<file path="src/rtl/led_sequencer.sv">
// Active-low LED pattern sequencer: prescaled step ticks drive an OFF/CHASE/BOUNCE/BLINK
// pattern, with mode changes accepted by request/ack and applied on a tick boundary.
module led_sequencer #(
    parameter int N_LED    = 5,
    parameter int TICK_DIV = 12000000,
    parameter int DIV_W    = 24
) (
    input  logic             clk,
    input  logic             rst_n,
    input  logic [1:0]       mode,
    input  logic             mode_req,
    output logic             mode_ack,
    input  logic             pause,
    output logic             step,
    output logic [N_LED-1:0] led
);

    localparam int               POS_W    = (N_LED > 1) ? $clog2(N_LED) : 1;
    localparam logic [DIV_W-1:0] DIV_LAST = DIV_W'(TICK_DIV - 1);
    localparam logic [POS_W-1:0] POS_LAST = POS_W'(N_LED - 1);
    localparam logic [POS_W-1:0] POS_ONE  = POS_W'(1);

    typedef enum logic [1:0] {
        ST_OFF    = 2'b00,
        ST_CHASE  = 2'b01,
        ST_BOUNCE = 2'b10,
        ST_BLINK  = 2'b11
    } state_e;

    typedef enum logic {
        DIR_UP   = 1'b0,
        DIR_DOWN = 1'b1
    } dir_e;

    logic [DIV_W-1:0] div_q,       div_d;
    logic [POS_W-1:0] pos_q,       pos_d;
    dir_e             dir_q,       dir_d;
    state_e           state_q,     state_d;
    state_e           pend_mode_q, pend_mode_d;
    logic             pending_q,   pending_d;
    logic             ack_q,       ack_d;
    logic             step_q,      step_d;
    logic [N_LED-1:0] led_q,       led_d;

    logic             tick;
    logic             apply;
    state_e           new_mode;
    logic [POS_W-1:0] pos_inc;

    // A request in the tick cycle itself bypasses the pending register.
    assign tick     = !pause && (div_q == DIV_LAST);
    assign apply    = tick && (pending_q || mode_req);
    assign new_mode = mode_req ? state_e'(mode) : pend_mode_q;
    assign pos_inc  = pos_q + POS_ONE;

    // State register
    always_ff @(posedge clk) begin
        // NOTE: non-blocking so every register samples the pre-edge values of its peers.
        if (!rst_n) begin
            div_q       <= '0;
            pos_q       <= '0;
            dir_q       <= DIR_UP;
            state_q     <= ST_OFF;
            pend_mode_q <= ST_OFF;
            pending_q   <= 1'b0;
            ack_q       <= 1'b0;
            step_q      <= 1'b0;
            led_q       <= '1;
        end else begin
            div_q       <= div_d;
            pos_q       <= pos_d;
            dir_q       <= dir_d;
            state_q     <= state_d;
            pend_mode_q <= pend_mode_d;
            pending_q   <= pending_d;
            ack_q       <= ack_d;
            step_q      <= step_d;
            led_q       <= led_d;
        end
    end

    // Next-state logic: prescaler, handshake and pattern advance
    always_comb begin
        // NOTE: every _d gets a hold default first, so no path can infer a latch.
        div_d       = div_q;
        pos_d       = pos_q;
        dir_d       = dir_q;
        state_d     = state_q;
        pend_mode_d = pend_mode_q;
        pending_d   = pending_q;
        ack_d       = 1'b0;
        step_d      = 1'b0;

        if (!pause) begin
            div_d = (div_q == DIV_LAST) ? '0 : div_q + DIV_W'(1);
        end

        if (mode_req) begin
            pend_mode_d = state_e'(mode);
            pending_d   = 1'b1;
        end

        if (apply) begin
            state_d   = new_mode;
            pos_d     = '0;
            dir_d     = DIR_UP;
            pending_d = 1'b0;
            ack_d     = 1'b1;
            step_d    = 1'b1;
        end else if (tick) begin
            step_d = (state_q != ST_OFF);
            unique case (state_q)
                ST_OFF: begin
                    pos_d = '0;
                    dir_d = DIR_UP;
                end
                ST_CHASE: begin
                    pos_d = (pos_q >= POS_LAST) ? '0 : pos_inc;
                    dir_d = DIR_UP;
                end
                ST_BOUNCE: begin
                    if (pos_q > POS_LAST) begin
                        pos_d = '0;
                        dir_d = DIR_UP;
                    end else if (dir_q == DIR_UP) begin
                        if (pos_q == POS_LAST) begin
                            pos_d = POS_LAST - POS_ONE;
                            dir_d = DIR_DOWN;
                        end else begin
                            pos_d = pos_inc;
                            dir_d = (pos_inc == POS_LAST) ? DIR_DOWN : DIR_UP;
                        end
                    end else begin
                        if (pos_q == '0) begin
                            pos_d = POS_ONE;
                            dir_d = DIR_UP;
                        end else begin
                            pos_d = pos_q - POS_ONE;
                            dir_d = (pos_q == POS_ONE) ? DIR_UP : DIR_DOWN;
                        end
                    end
                end
                ST_BLINK: begin
                    pos_d = POS_W'(~pos_q[0]);
                    dir_d = DIR_UP;
                end
                default: begin
                    pos_d = '0;
                    dir_d = DIR_UP;
                end
            endcase
        end
    end

    // Output decode from next state; registered so the pins never glitch
    always_comb begin
        led_d = '1;
        unique case (state_d)
            ST_OFF: led_d = '1;
            ST_CHASE, ST_BOUNCE: begin
                for (int i = 0; i < N_LED; i++) begin
                    led_d[i] = (pos_d != POS_W'(i));
                end
            end
            ST_BLINK: led_d = pos_d[0] ? '1 : '0;
            default:  led_d = '1;
        endcase
    end

    assign mode_ack = ack_q;
    assign step     = step_q;
    assign led      = led_q;

endmodule

</file>
<file path="config.mk">
export PLATFORM = sky130hd
export DESIGN_NAME = led_sequencer
export DESIGN_NICKNAME = d
export VERILOG_FILES = /design/src/rtl/led_sequencer.sv
export SDC_FILE = /design/constraint.sdc
export NUM_CORES = 1
export LEC_CHECK = 0
export ABC_CLOCK_PERIOD_IN_PS = 3500
export CORE_UTILIZATION = 58
export CTS_CLUSTER_DIAMETER = 200
export CTS_CLUSTER_SIZE = 14
export DETAILED_ROUTE_END_ITERATION = 16
export PLACE_DENSITY = 0.83
export SLEW_MARGIN = 10
export SYNTH_ARGS = -nofsm -noshare
export SYNTH_HDL_FRONTEND = slang
export SYNTH_SLANG_ARGS = --single-unit
</file>
<file path="constraint.sdc">
create_clock -name clk -period 3.5 [get_ports clk]
set_input_delay 0.7 -clock clk [delete_from_list [all_inputs] [get_ports clk]]
set_output_delay 0.7 -clock clk [all_outputs]
set_load 0.005 [all_outputs]
</file>
==> flow_metrics.env <==
export IMPL_ys_seq_area_share_pct=39.93
export IMPL_io_buffers=12
export IMPL_power_density_nw_per_um2=326.8
export IMPL_root_buffer="clkbuf_4"
export IMPL_postRouteWirelength_mm=3.825
export IMPL_setup_viol=0
export IMPL_core_sq_um=3178
export IMPL_synth_top_cell_by_area="dfxtp_1"
export IMPL_finalHoldViolCount=0
export IMPL_dr_total_vias=1593
export IMPL_relSlewSlack_pct=52.53
export IMPL_crit_path_frequent_cell="o21ai_0"
export IMPL_ys_warn_count=0
export IMPL_clock_fmax_mhz=335.8
export IMPL_grt_pass1_wl_mm=6.279
export IMPL_cts_clk_slew_worst_paths_ns=0.11
export IMPL_cpLargestDelayFamily="compound AO/OA/AOI/OAI gates"
export IMPL_hpwlAfterDp_mm=2.812
export IMPL_synth_edff_count=0
export IMPL_post_cts_buffers=0
export IMPL_drt_iter0_drc=94
export IMPL_dr_pass1_iters=6
export IMPL_leakage_nw=0.8104
export IMPL_antenna_found_initial=0
export IMPL_worst_path_buf_inv=2
export IMPL_synth_area_top_cells="dfxtp_1, nor2_1, ha_1, xor2_1, xnor2_1"
export IMPL_cts_tree="built"
export IMPL_syn2layout_area_growth_pct=10.92
export IMPL_num_rows=20
export IMPL_yosys_top_cells_count="dfxtp_1, nor2_1, nand2_1, xor2_1, xnor2_1"
export IMPL_place_inst=276
export IMPL_synth_area_sq_um=2006
export IMPL_yosysUniqueCellTypes=45
export IMPL_cts_resized=0
export IMPL_worst_slew_pin_slew_ns=0.7103
export IMPL_cap_violations=0
export IMPL_start_kind="input pin"
export IMPL_ios=13
export IMPL_cp_required_ns=3.69
export IMPL_critPathArrivalTime_ns=3.17
export IMPL_dpl_cell_area_sq_um=2166
export IMPL_grt_start_max_net_pins=22
export IMPL_slew_violations=0
export IMPL_fin_setup_tns_ns=0
export IMPL_die_w_microns=60.81
export IMPL_gp_congestion=0.8154
export IMPL_ant_nets=0
export IMPL_finalCritPeriodShare_pct=85.09
export IMPL_numCtsBuffers=5
export IMPL_yosys_most_used_dff="dfxtp_1"
export IMPL_start_util_pct=63.11
export IMPL_cp_max_fo=7
export IMPL_ys_ff_latch=40
export IMPL_antennaDiodeCount=0
export IMPL_final_nets=253
export IMPL_cts_hold_buffers=0
export IMPL_yosysMostFrequentCell="dfxtp_1"
export IMPL_grt_pass1_vias=1402
export IMPL_slowest_delay_ns=0.51
export IMPL_syn_avg_cell_area_sq_um=8.875
export IMPL_fin_crit_ns=2.978
export IMPL_cts_sinks=40
export IMPL_synth_nets=240
export IMPL_grtUsageTotal_pct=23.37
export IMPL_irDropWorstVdd_mv=0.2273
export IMPL_cts_buffer_depth=2
export IMPL_die_h_microns=60.81
export IMPL_hold_class="register to register"
export IMPL_htreeDepth=2
export IMPL_fin_cells=284
export IMPL_stdcell_area_sq_um=2225
export IMPL_drc=0
export IMPL_fin_skew_ns=0.01543
export IMPL_path_class="input pin to register"
export IMPL_cp_end_kind="register"
export IMPL_yosys_area_top_type_share_pct=39.93
export IMPL_rsz0062_at_grt="no"
export IMPL_status="complete, no violations"
export IMPL_fill_cells=266
export IMPL_synthArstFlopShare_pct=0
export IMPL_wire_per_inst_microns=13.47
export IMPL_clk_latency_ns=0.34
export IMPL_die_area_sq_um=3697
export IMPL_crit_slowest_cell="clkdlybuf4s50_1"
export IMPL_grt_ovfl_total=0
export IMPL_crit_chain="clkdlybuf4s50_1 > nand2b_1 > nor2_1 > and3_1 > a31oi_1 > o21ai_0 > inv_1 > ha_1 > a21oi_1 > o21ai_0"
export IMPL_vias_per_cell=5.609
export IMPL_synthCells=226
export IMPL_drive_gt1_share_pct=7.500
[kinds of logic after synthesis]
| kind of cell | after synthesis | synth area share, % |
|---|---|---|
| buf+inv | 15 | 2.994 |
| mux | 7 | 3.805 |
| simple gates | 105 | 28.76 |
| xor+xnor | 21 | 9.170 |
| flops | 40 | 39.93 |
| compound gates | 30 | 10.36 |
| fa+ha+maj | 8 | 4.991 |
[layout by cell type, fill, tap and decap left out, drive strengths merged, types with 3 or more instances in the layout]
cell	n
inv	6
and3	7
and2	8
nor3	8
clkdlybuf4s50	12
nand2	12
nand4	6
nand3	8
nor4	4
nand2b	3
a21oi	4
dfxtp	40
o21ai	8
a31oi	4
xor2	11
mux2i	5
nor2b	8
ha	8
xnor2	10
clkbuf	8
nor2	32
buf	3
[state kept, by name, indices dropped and copies added, names as in the netlist]
signal / count
step: 1
pos_q: 3
pend_mode_q: 2
mode_ack: 1
dir_q: 1
div_q: 24
led: 5
state_q: 2
pending_q: 1
[through the flow]
| stage | util (%) | setup WS, ns | total power, mW | hold slack, ns |
|---|---|---|---|---|
| 2_1_floorplan | - | 0.7788 | 0.4858 | 0.4789 |
| 3_3_place_gp | 68.15 | 0.4395 | 0.4959 | 0.4959 |
| 3_5_place_dp | 68.15 | 0.2982 | 0.4969 | 0.5059 |
| 4_1_cts | 70.00 | 0.5781 | 0.7351 | 0.5364 |
| 5_1_grt | 70.00 | 0.3164 | 0.7554 | 0.5667 |
| 6_report | 70.00 | 0.5217 | 0.7271 | 0.5326 |
[worst min-delay path: cells and delay by family (launching register included)]
kind | cells | cell delay (ns)
XOR/XNOR | 1 | 0.07
flip-flops | 1 | 0.36
AND/OR/NAND/NOR | 1 | 0.07
[routing by layer]
| metal | routed length, microns | vias up | GRT usage, % |
|---|---|---|---|
| li1 | - | 814 | - |
| met1 | 1960 | 734 | 32.02 |
| met4 | 44 | 0 | 6.818 |
| met2 | 1672 | 39 | 35.95 |
| met5 | 0 | - | 0 |
| met3 | 147 | 6 | 6.610 |
[area by class of cell]
| type | instances | area, sq um | area share (%) |
|---|---|---|---|
| clock buffer | 8 | 58.81 | 2.643 |
| inverter | 6 | 22.52 | 1.012 |
| sequential | 40 | 800.8 | 36.00 |
| tap | 44 | 55.05 | 2.475 |
| timing repair buffer | 15 | 142.6 | 6.412 |
| multi-input combinational | 171 | 1145 | 51.46 |
[path summary, 6_finish.rpt]
path	slack (ns)	start	to	cells after the start
setup / recovery	0.52	pause	led[4]	10
hold / removal	0.53	div_q[23]	div_q[23]	2
setup reg to reg	0.65	div_q[19]	led[4]	9
hold reg to reg	0.53	div_q[23]	div_q[23]	2
[where the power goes]
| part | switching, mW | internal (mW) | total [mW] |
|---|---|---|---|
| logic | 0.0129 | 0.0114 | 0.0243 |
| clock network | 0.141 | 0.0993 | 0.241 |
| registers | 0.00333 | 0.459 | 0.462 |
| total | 0.157 | 0.570 | 0.727 |
Note: power is estimated with default switching activity, not from simulation.
